### config.mk
export PLATFORM = sky130hd
export DESIGN_NAME = switch_debounce
export DESIGN_NICKNAME = d
export VERILOG_FILES = /design/src/rtl/debounce_pkg.sv /design/src/rtl/debounce_chan.sv /design/src/rtl/switch_debounce.sv
export SDC_FILE = /design/constraint.sdc
export NUM_CORES = 1
export LEC_CHECK = 0
export BUFFER_PORTS_ARGS = -buffer_cell sky130_fd_sc_hd__buf_2
export CAP_MARGIN = 10
export CORE_MARGIN = 4
export CORE_UTILIZATION = 55
export DETAILED_ROUTE_END_ITERATION = 8
export PLACE_DENSITY = 0.75
export SKIP_CTS_REPAIR_TIMING = 1
export SYNTH_ARGS = -nofsm -noshare
export SYNTH_HDL_FRONTEND = slang
export SYNTH_SLANG_ARGS = --single-unit
### constraint.sdc
create_clock -name clk -period 2.9 [get_ports clk]
set_input_delay 0.725 -clock clk [delete_from_list [all_inputs] [get_ports clk]]
set_output_delay 0.725 -clock clk [all_outputs]
set_load 0.01 [all_outputs]
### src/rtl/debounce_pkg.sv
// Shared state encoding and default qualification parameters for the
// switch debouncer channels.
package debounce_pkg;

  typedef enum logic [1:0] {
    IDLE_LO = 2'b00,
    CHK_HI  = 2'b01,
    IDLE_HI = 2'b11,
    CHK_LO  = 2'b10
  } deb_state_t;

  localparam int unsigned DEF_STABLE_CNT = 50000;
  localparam int unsigned DEF_CNT_W      = 16;

endpackage

### src/rtl/debounce_chan.sv
// One debounce channel: 2-flop synchronizer, qualification FSM with
// counter, registered level output and one-cycle edge strobes.
module debounce_chan
  import debounce_pkg::*;
#(
  parameter int unsigned STABLE_CNT = DEF_STABLE_CNT,
  parameter int unsigned CNT_W      = DEF_CNT_W
) (
  input  logic clk,
  input  logic rst,
  input  logic sw,
  output logic level,
  output logic rise,
  output logic fall
);

  localparam logic [CNT_W-1:0] CNT_LAST = CNT_W'(STABLE_CNT - 1);

  if (STABLE_CNT < 2) begin : g_bad_stable
    $error("debounce_chan: STABLE_CNT must be at least 2");
  end
  if ((longint'(1) << CNT_W) <= (longint'(STABLE_CNT) - 1)) begin : g_bad_cnt_w
    $error("debounce_chan: CNT_W too narrow for STABLE_CNT");
  end

  logic             s1, s2;
  deb_state_t       state, state_nxt;
  logic [CNT_W-1:0] cnt, cnt_nxt;
  logic             level_nxt, rise_nxt, fall_nxt;

  always_ff @(posedge clk) begin
    if (rst) begin
      s1    <= 1'b0;
      s2    <= 1'b0;
      state <= IDLE_LO;
      cnt   <= '0;
      level <= 1'b0;
      rise  <= 1'b0;
      fall  <= 1'b0;
    end else begin
      s1    <= sw;
      s2    <= s1;
      state <= state_nxt;
      cnt   <= cnt_nxt;
      level <= level_nxt;
      rise  <= rise_nxt;
      fall  <= fall_nxt;
    end
  end

  // Counter is compared before incrementing, so it never wraps; any
  // exit from a CHK state drops it back to zero.
  always_comb begin
    state_nxt = state;
    cnt_nxt   = '0;
    level_nxt = level;
    rise_nxt  = 1'b0;
    fall_nxt  = 1'b0;
    unique case (state)
      IDLE_LO: if (s2) state_nxt = CHK_HI;
      CHK_HI: begin
        if (!s2) begin
          state_nxt = IDLE_LO;
        end else if (cnt == CNT_LAST) begin
          state_nxt = IDLE_HI;
          level_nxt = 1'b1;
          rise_nxt  = 1'b1;
        end else begin
          cnt_nxt = cnt + 1'b1;
        end
      end
      IDLE_HI: if (!s2) state_nxt = CHK_LO;
      CHK_LO: begin
        if (s2) begin
          state_nxt = IDLE_HI;
        end else if (cnt == CNT_LAST) begin
          state_nxt = IDLE_LO;
          level_nxt = 1'b0;
          fall_nxt  = 1'b1;
        end else begin
          cnt_nxt = cnt + 1'b1;
        end
      end
      default: state_nxt = IDLE_LO;
    endcase
  end

endmodule

### src/rtl/switch_debounce.sv
// Two independent debounce channels feeding the downstream AND gate's
// a/b inputs; wiring only.
module switch_debounce
  import debounce_pkg::*;
#(
  parameter int unsigned STABLE_CNT = DEF_STABLE_CNT,
  parameter int unsigned CNT_W      = DEF_CNT_W
) (
  input  logic clk,
  input  logic rst,
  input  logic sw_a,
  input  logic sw_b,
  output logic a_out,
  output logic b_out,
  output logic a_rise,
  output logic a_fall,
  output logic b_rise,
  output logic b_fall
);

  debounce_chan #(.STABLE_CNT(STABLE_CNT), .CNT_W(CNT_W)) u_chan_a (
    .clk   (clk),
    .rst   (rst),
    .sw    (sw_a),
    .level (a_out),
    .rise  (a_rise),
    .fall  (a_fall)
  );

  debounce_chan #(.STABLE_CNT(STABLE_CNT), .CNT_W(CNT_W)) u_chan_b (
    .clk   (clk),
    .rst   (rst),
    .sw    (sw_b),
    .level (b_out),
    .rise  (b_rise),
    .fall  (b_fall)
  );

endmodule

# == Yosys cells after proc, flatten, opt, wreduce, memory -nomap -nowiden ==
# Index checks and enable logic that the tools add are counted.
# word_totals
reg_bits,46
latch_bits,0
ramBits,0
rom_bits,0
input_bits,4
output_inout_bits,6
elab_cells,92
memories,0
# op_classes
add_sub_neg,2
mul,0
div,0
order_cmp,0
eq_ne,24
n_shift,0
mux,34
n_bitwise,6
n_reduce_logical,12
# ops
cell,n
$mux W16,6
$pmux W16 S2,2
$add A16 B1 Y16 const B,2
$eq A16 B16 Y1 const B,2
$mux W2,12
$ne A2 B1 Y1 const B,8
$pmux W2 S4,2
$reduce_or A3 Y1,4
$mux W1,10
$reduce_and A5 Y1,2
$eq A2 B2 Y1 const B,4
$ne A2 B2 Y1 const B,4
$reduce_and A4 Y1,2
$ne A3 B1 Y1 const B,2
$ne A3 B3 Y1 const B,2
$not A1 Y1,6
$eq A2 B1 Y1 const B,2
$logic_not A2 Y1,2
$pmux W1 S2,2
$reduce_bool A2 Y1,2

# == Logic depth before layout (Yosys ltp) ==
# depth
ltp_word,4
mapped_depth,7
ltp_nobuf,7

# == Cells and area by module ==
# A second synthesis with hierarchy kept.
# hier_totals
hier_cells,240
area_unflattened_um2,2215.9
# modules_own_cells
mod,instances,cells_per_inst,area_each_um2,seq_area_each_um2
debounce_chan at u_chan_a,1,121,1111.1,460.4
debounce_chan at u_chan_b,1,119,1104.8,460.4

# == Worst setup path after synthesis ==
# OpenSTA, ideal clock, no wires.
# synth_path
path_kind,flip-flop to flip-flop
start,register u_chan_a.cnt[4]
end,register u_chan_a.state[0]
setup_time_ps,101
t_arrival_ps,1908
required_time_ps,2799
setup_slack_ps,891
stages_incl_launch_ff,7
n_path_buf,1
synth_period_minus_slack_ps,2009
cell_sequence,dfxtp_1 or4b_1 or4_1 buf_4 a211oi_4 o21ai_0 o41ai_1
# synth_between
elab_chain_len,3
word_cells_on_any_way,4
classes_between,3 x eq/ne; 1 x reduce/logical
# synth_lines
element,line_no,rtl
from (decl),debounce_chan.sv:28,"logic [CNT_W-1:0] cnt, cnt_nxt;"
from (signal assigned),debounce_chan.sv:44,cnt <= cnt_nxt;
$eq A16 B16 Y1 (*),"debounce_chan.sv:64, debounce_chan.sv:76",
$ne A3 B1 Y1 (no line) or $ne A3 B3 Y1 (tied branches),n/a,
$reduce_and A4 Y1 (no line) (*),n/a,
to (signal assigned),debounce_chan.sv:43,state <= state_nxt;
to (decl),debounce_chan.sv:27,"deb_state_t state, state_nxt;"
# Mark *: on every way between the ends. The rest lies on a longest branch, timed or not.
# A chain may end at the register's enable or synchronous reset.

# == Worst setup path after layout ==
# layout_path
start,register u_chan_a.cnt[11]
end,register u_chan_a.state[0]
# Same word-level chain as after synthesis.

==> impl_metrics.tcl <==
set metrics [dict create \
    worstSetupEndpointType "register" \
    die_area_um2 4870 \
    setup_viol 0 \
    cts_sinks 46 \
    gr-usage-all-layers_pct 15.34 \
    synth_top_area_share_pct 43.86 \
    synth_cell_type_count 38 \
    cts_tree "built" \
    clock_skew_ps 12.10 \
    clk_pin_slew_ps 90 \
    final_nets 256 \
    tns_ps 0 \
    cp_data_arrival_time_ps 2460 \
    row_count 22 \
    cts-root-buf "clkbuf_8" \
    synth_top_area_cell "dfxtp_1" \
    grt_pass1_vias 1481 \
    drc 0 \
    fill_cells 330 \
    hold_class "register to register" \
    final_common_cell "dfxtp_1" \
    wl_per_cell_um 12.12 \
    area_delta_synth_final_pct 7.807 \
    ys_seq_area_share_pct 43.86 \
    clockBufferDepth 2 \
    fin_cells 289 \
    mostFrequentLayoutCells "dfxtp_1 (46), nor2_1 (36), xor2_1 (15), ha_1 (12)" \
    synth_cells 230 \
    crit_required_ps 3090 \
    avgSynthCellArea_um2 9.128 \
    gp_congestion 0.7482 \
    rrSetupSlack_ps 630 \
    cp_max_fo 7 \
    cp_slowest_cell "or4_1" \
    final.period_utilization_pct 78.30 \
    antenna_cells 0 \
    max_cap_violations 0 \
    power_mw 1.127 \
    rsz0062_at_grt "no" \
    cts_buffers 5 \
    critPathTopFamily "simple AND/OR/NAND/NOR gates" \
    total_leakage_power_nw 0.7967 \
    drive_gt1_share_pct 7.469 \
    dieWidth_um 69.79 \
    holdCritStartpoint "u_chan_b.s1" \
    period_minus_slack_ps 2271 \
    grt_pass1_wl_um 6203 \
    port_buffers 9 \
    worstReg2RegEnd "u_chan_a.state[0]" \
    critPathLaunchType "register" \
    grt_max_degree 18 \
    hpwl_um 2539 \
    viasPerCell 5.294 \
    initial_core_util_pct 56.92 \
    gr-total-overflow 0 \
    hold_violations 0 \
    crit_type "register to register" \
    drtIter0Drc 70 \
    first_pass_iters 4 \
    dp_cells 281 \
    antenna_found_initial 0 \
    yosysWarnings 0 \
    vias 1530 \
    rr_startpoint "u_chan_a.cnt[11]" \
    ir_worst_vdd_v 0.0003717 \
    critPathLaunch "u_chan_a.cnt[11]" \
    h-tree-depth 2 \
    ys_seq_elements 46 \
    ios 10 \
    core_area_um2 3689 \
    relSlewSlack_pct 52.83 \
    cpPeakStageDelay_ps 660 \
    clk_latency_ps 290 \
    postSynthNetCount 246 \
    hold_depth 1 \
    crit_chain "or4b_1 > or4_1 > a211oi_4 > o21ai_0 > o41ai_1" \
    maxClockFrequency_mhz 440.4 \
    tightest_slew_ps 701.1 \
    r2r_cells 5 \
    die_h_um 69.79 \
    power_density_nw_per_um2 497.7 \
    status "completed" \
    drt-total-wl_um 3502 \
    min_to "u_chan_b.s2" \
    ant_nets 0 \
    crit_buf_inv 0 \
    synthesis.area_um2 2100 \
    synth_top_cells_by_area "dfxtp_1 (44%), ha_1 (7.2%), nor2_1 (6.4%), xor2_1 (6.3%), xnor2_1 (4.6%)" \
    finalMaxSlewViolations 0 \
]
==> cell usage after synthesis, drive strengths merged <==
cell type  number
nand4b          2
a21oi           8
nor3            5
dfxtp          46
and2            2
nand3          11
mux2i           3
or4             1
a211oi          3
nand4           7
nor4            5
or3             4
nor2           36
and4            1
nor4bb          1
a211o           1
and3b           1
or4b            3
inv            10
nand2b          2
and3            6
ha             12
nand2          10
o21ai           6
nor2b           6
clkbuf          4
xor2           15
a2bb2oi         1
and4b           1
a31oi           1
xnor2          11
o41ai           2
nand3b          1
buf             2
==> worst max-delay path by stage <==
stage / slack (ps) / to / depth (start not counted)
floorplan: 890 / u_chan_a.state[0] / 6
global placement: 780 / u_chan_a.state[1] / 5
detailed placement: 690 / u_chan_a.state[0] / 5
CTS: 660 / u_chan_a.state[0] / 5
global route: 560 / u_chan_a.state[0] / 5
finish: 630 / u_chan_a.state[0] / 5
==> sequential cells by signal, indices dropped and copies added, names as in the netlist <==
register	count
u_chan_a.state	2
u_chan_b.s2	1
u_chan_a.level	1
u_chan_b.level	1
u_chan_a.fall	1
u_chan_a.rise	1
u_chan_b.fall	1
u_chan_b.rise	1
u_chan_b.state	2
u_chan_a.s2	1
u_chan_a.s1	1
u_chan_b.s1	1
u_chan_b.cnt	16
u_chan_a.cnt	16
==> cells by family after synthesis <==
group,Yosys count,synth area share (%)
flip-flops,46,43.86
adder cells (fa/ha/maj),12,7.151
AND/OR/NAND/NOR,105,26.64
multiplexers,3,1.430
AO/OA/AOI/OAI,22,6.973
buffers and inverters,16,3.099
XOR/XNOR,26,10.85
==> report_power, final <==
group	total (mW)	switching, mW	internal (mW)
Clock	0.377	0.207	0.170
Combinational	0.0948	0.0546	0.0402
Sequential	0.654	0.00962	0.645
==> stage by stage <==
| stage | hold WS (ps) | cell area [µm²] | worst slack (ps) | util, % |
|---|---|---|---|---|
| after global routing | 482.4 | 2263 | 562.2 | 61.36 |
| after detailed placement | 435.4 | 2177 | 688.8 | 59.02 |
| final | 454.3 | 2263 | 629.3 | 61.36 |
| after CTS | 457.2 | 2263 | 656.1 | 61.36 |
| after floorplan | 413.8 | 2100 | 890.5 | - |
| after global placement | 417.1 | 2177 | 776.8 | 59.02 |
==> routing by layer <==
metal / up-vias / global-route usage, % / share of wire, %
met2: 23 / 25.50 / 46
met1: 694 / 18.73 / 49
met4: 0 / 5.106 / 0.89
met5: - / 0 / 0
met3: 4 / 4.783 / 3.7
li1: 809 / - / -
==> final cells by class <==
| cell class | count | area [µm²] | area share, % |
|---|---|---|---|
| well taps | 48 | 60.06 | 2.653 |
| repair buffers | 9 | 45.04 | 1.990 |
| multi-input cells | 168 | 1114 | 49.20 |
| inverters | 10 | 37.54 | 1.658 |
| clock inverters | 2 | 13.76 | 0.6081 |
| clock buffers | 6 | 72.57 | 3.206 |
| flip-flops and latches | 46 | 920.9 | 40.69 |
Note: power is estimated with default switching activity, not from simulation.
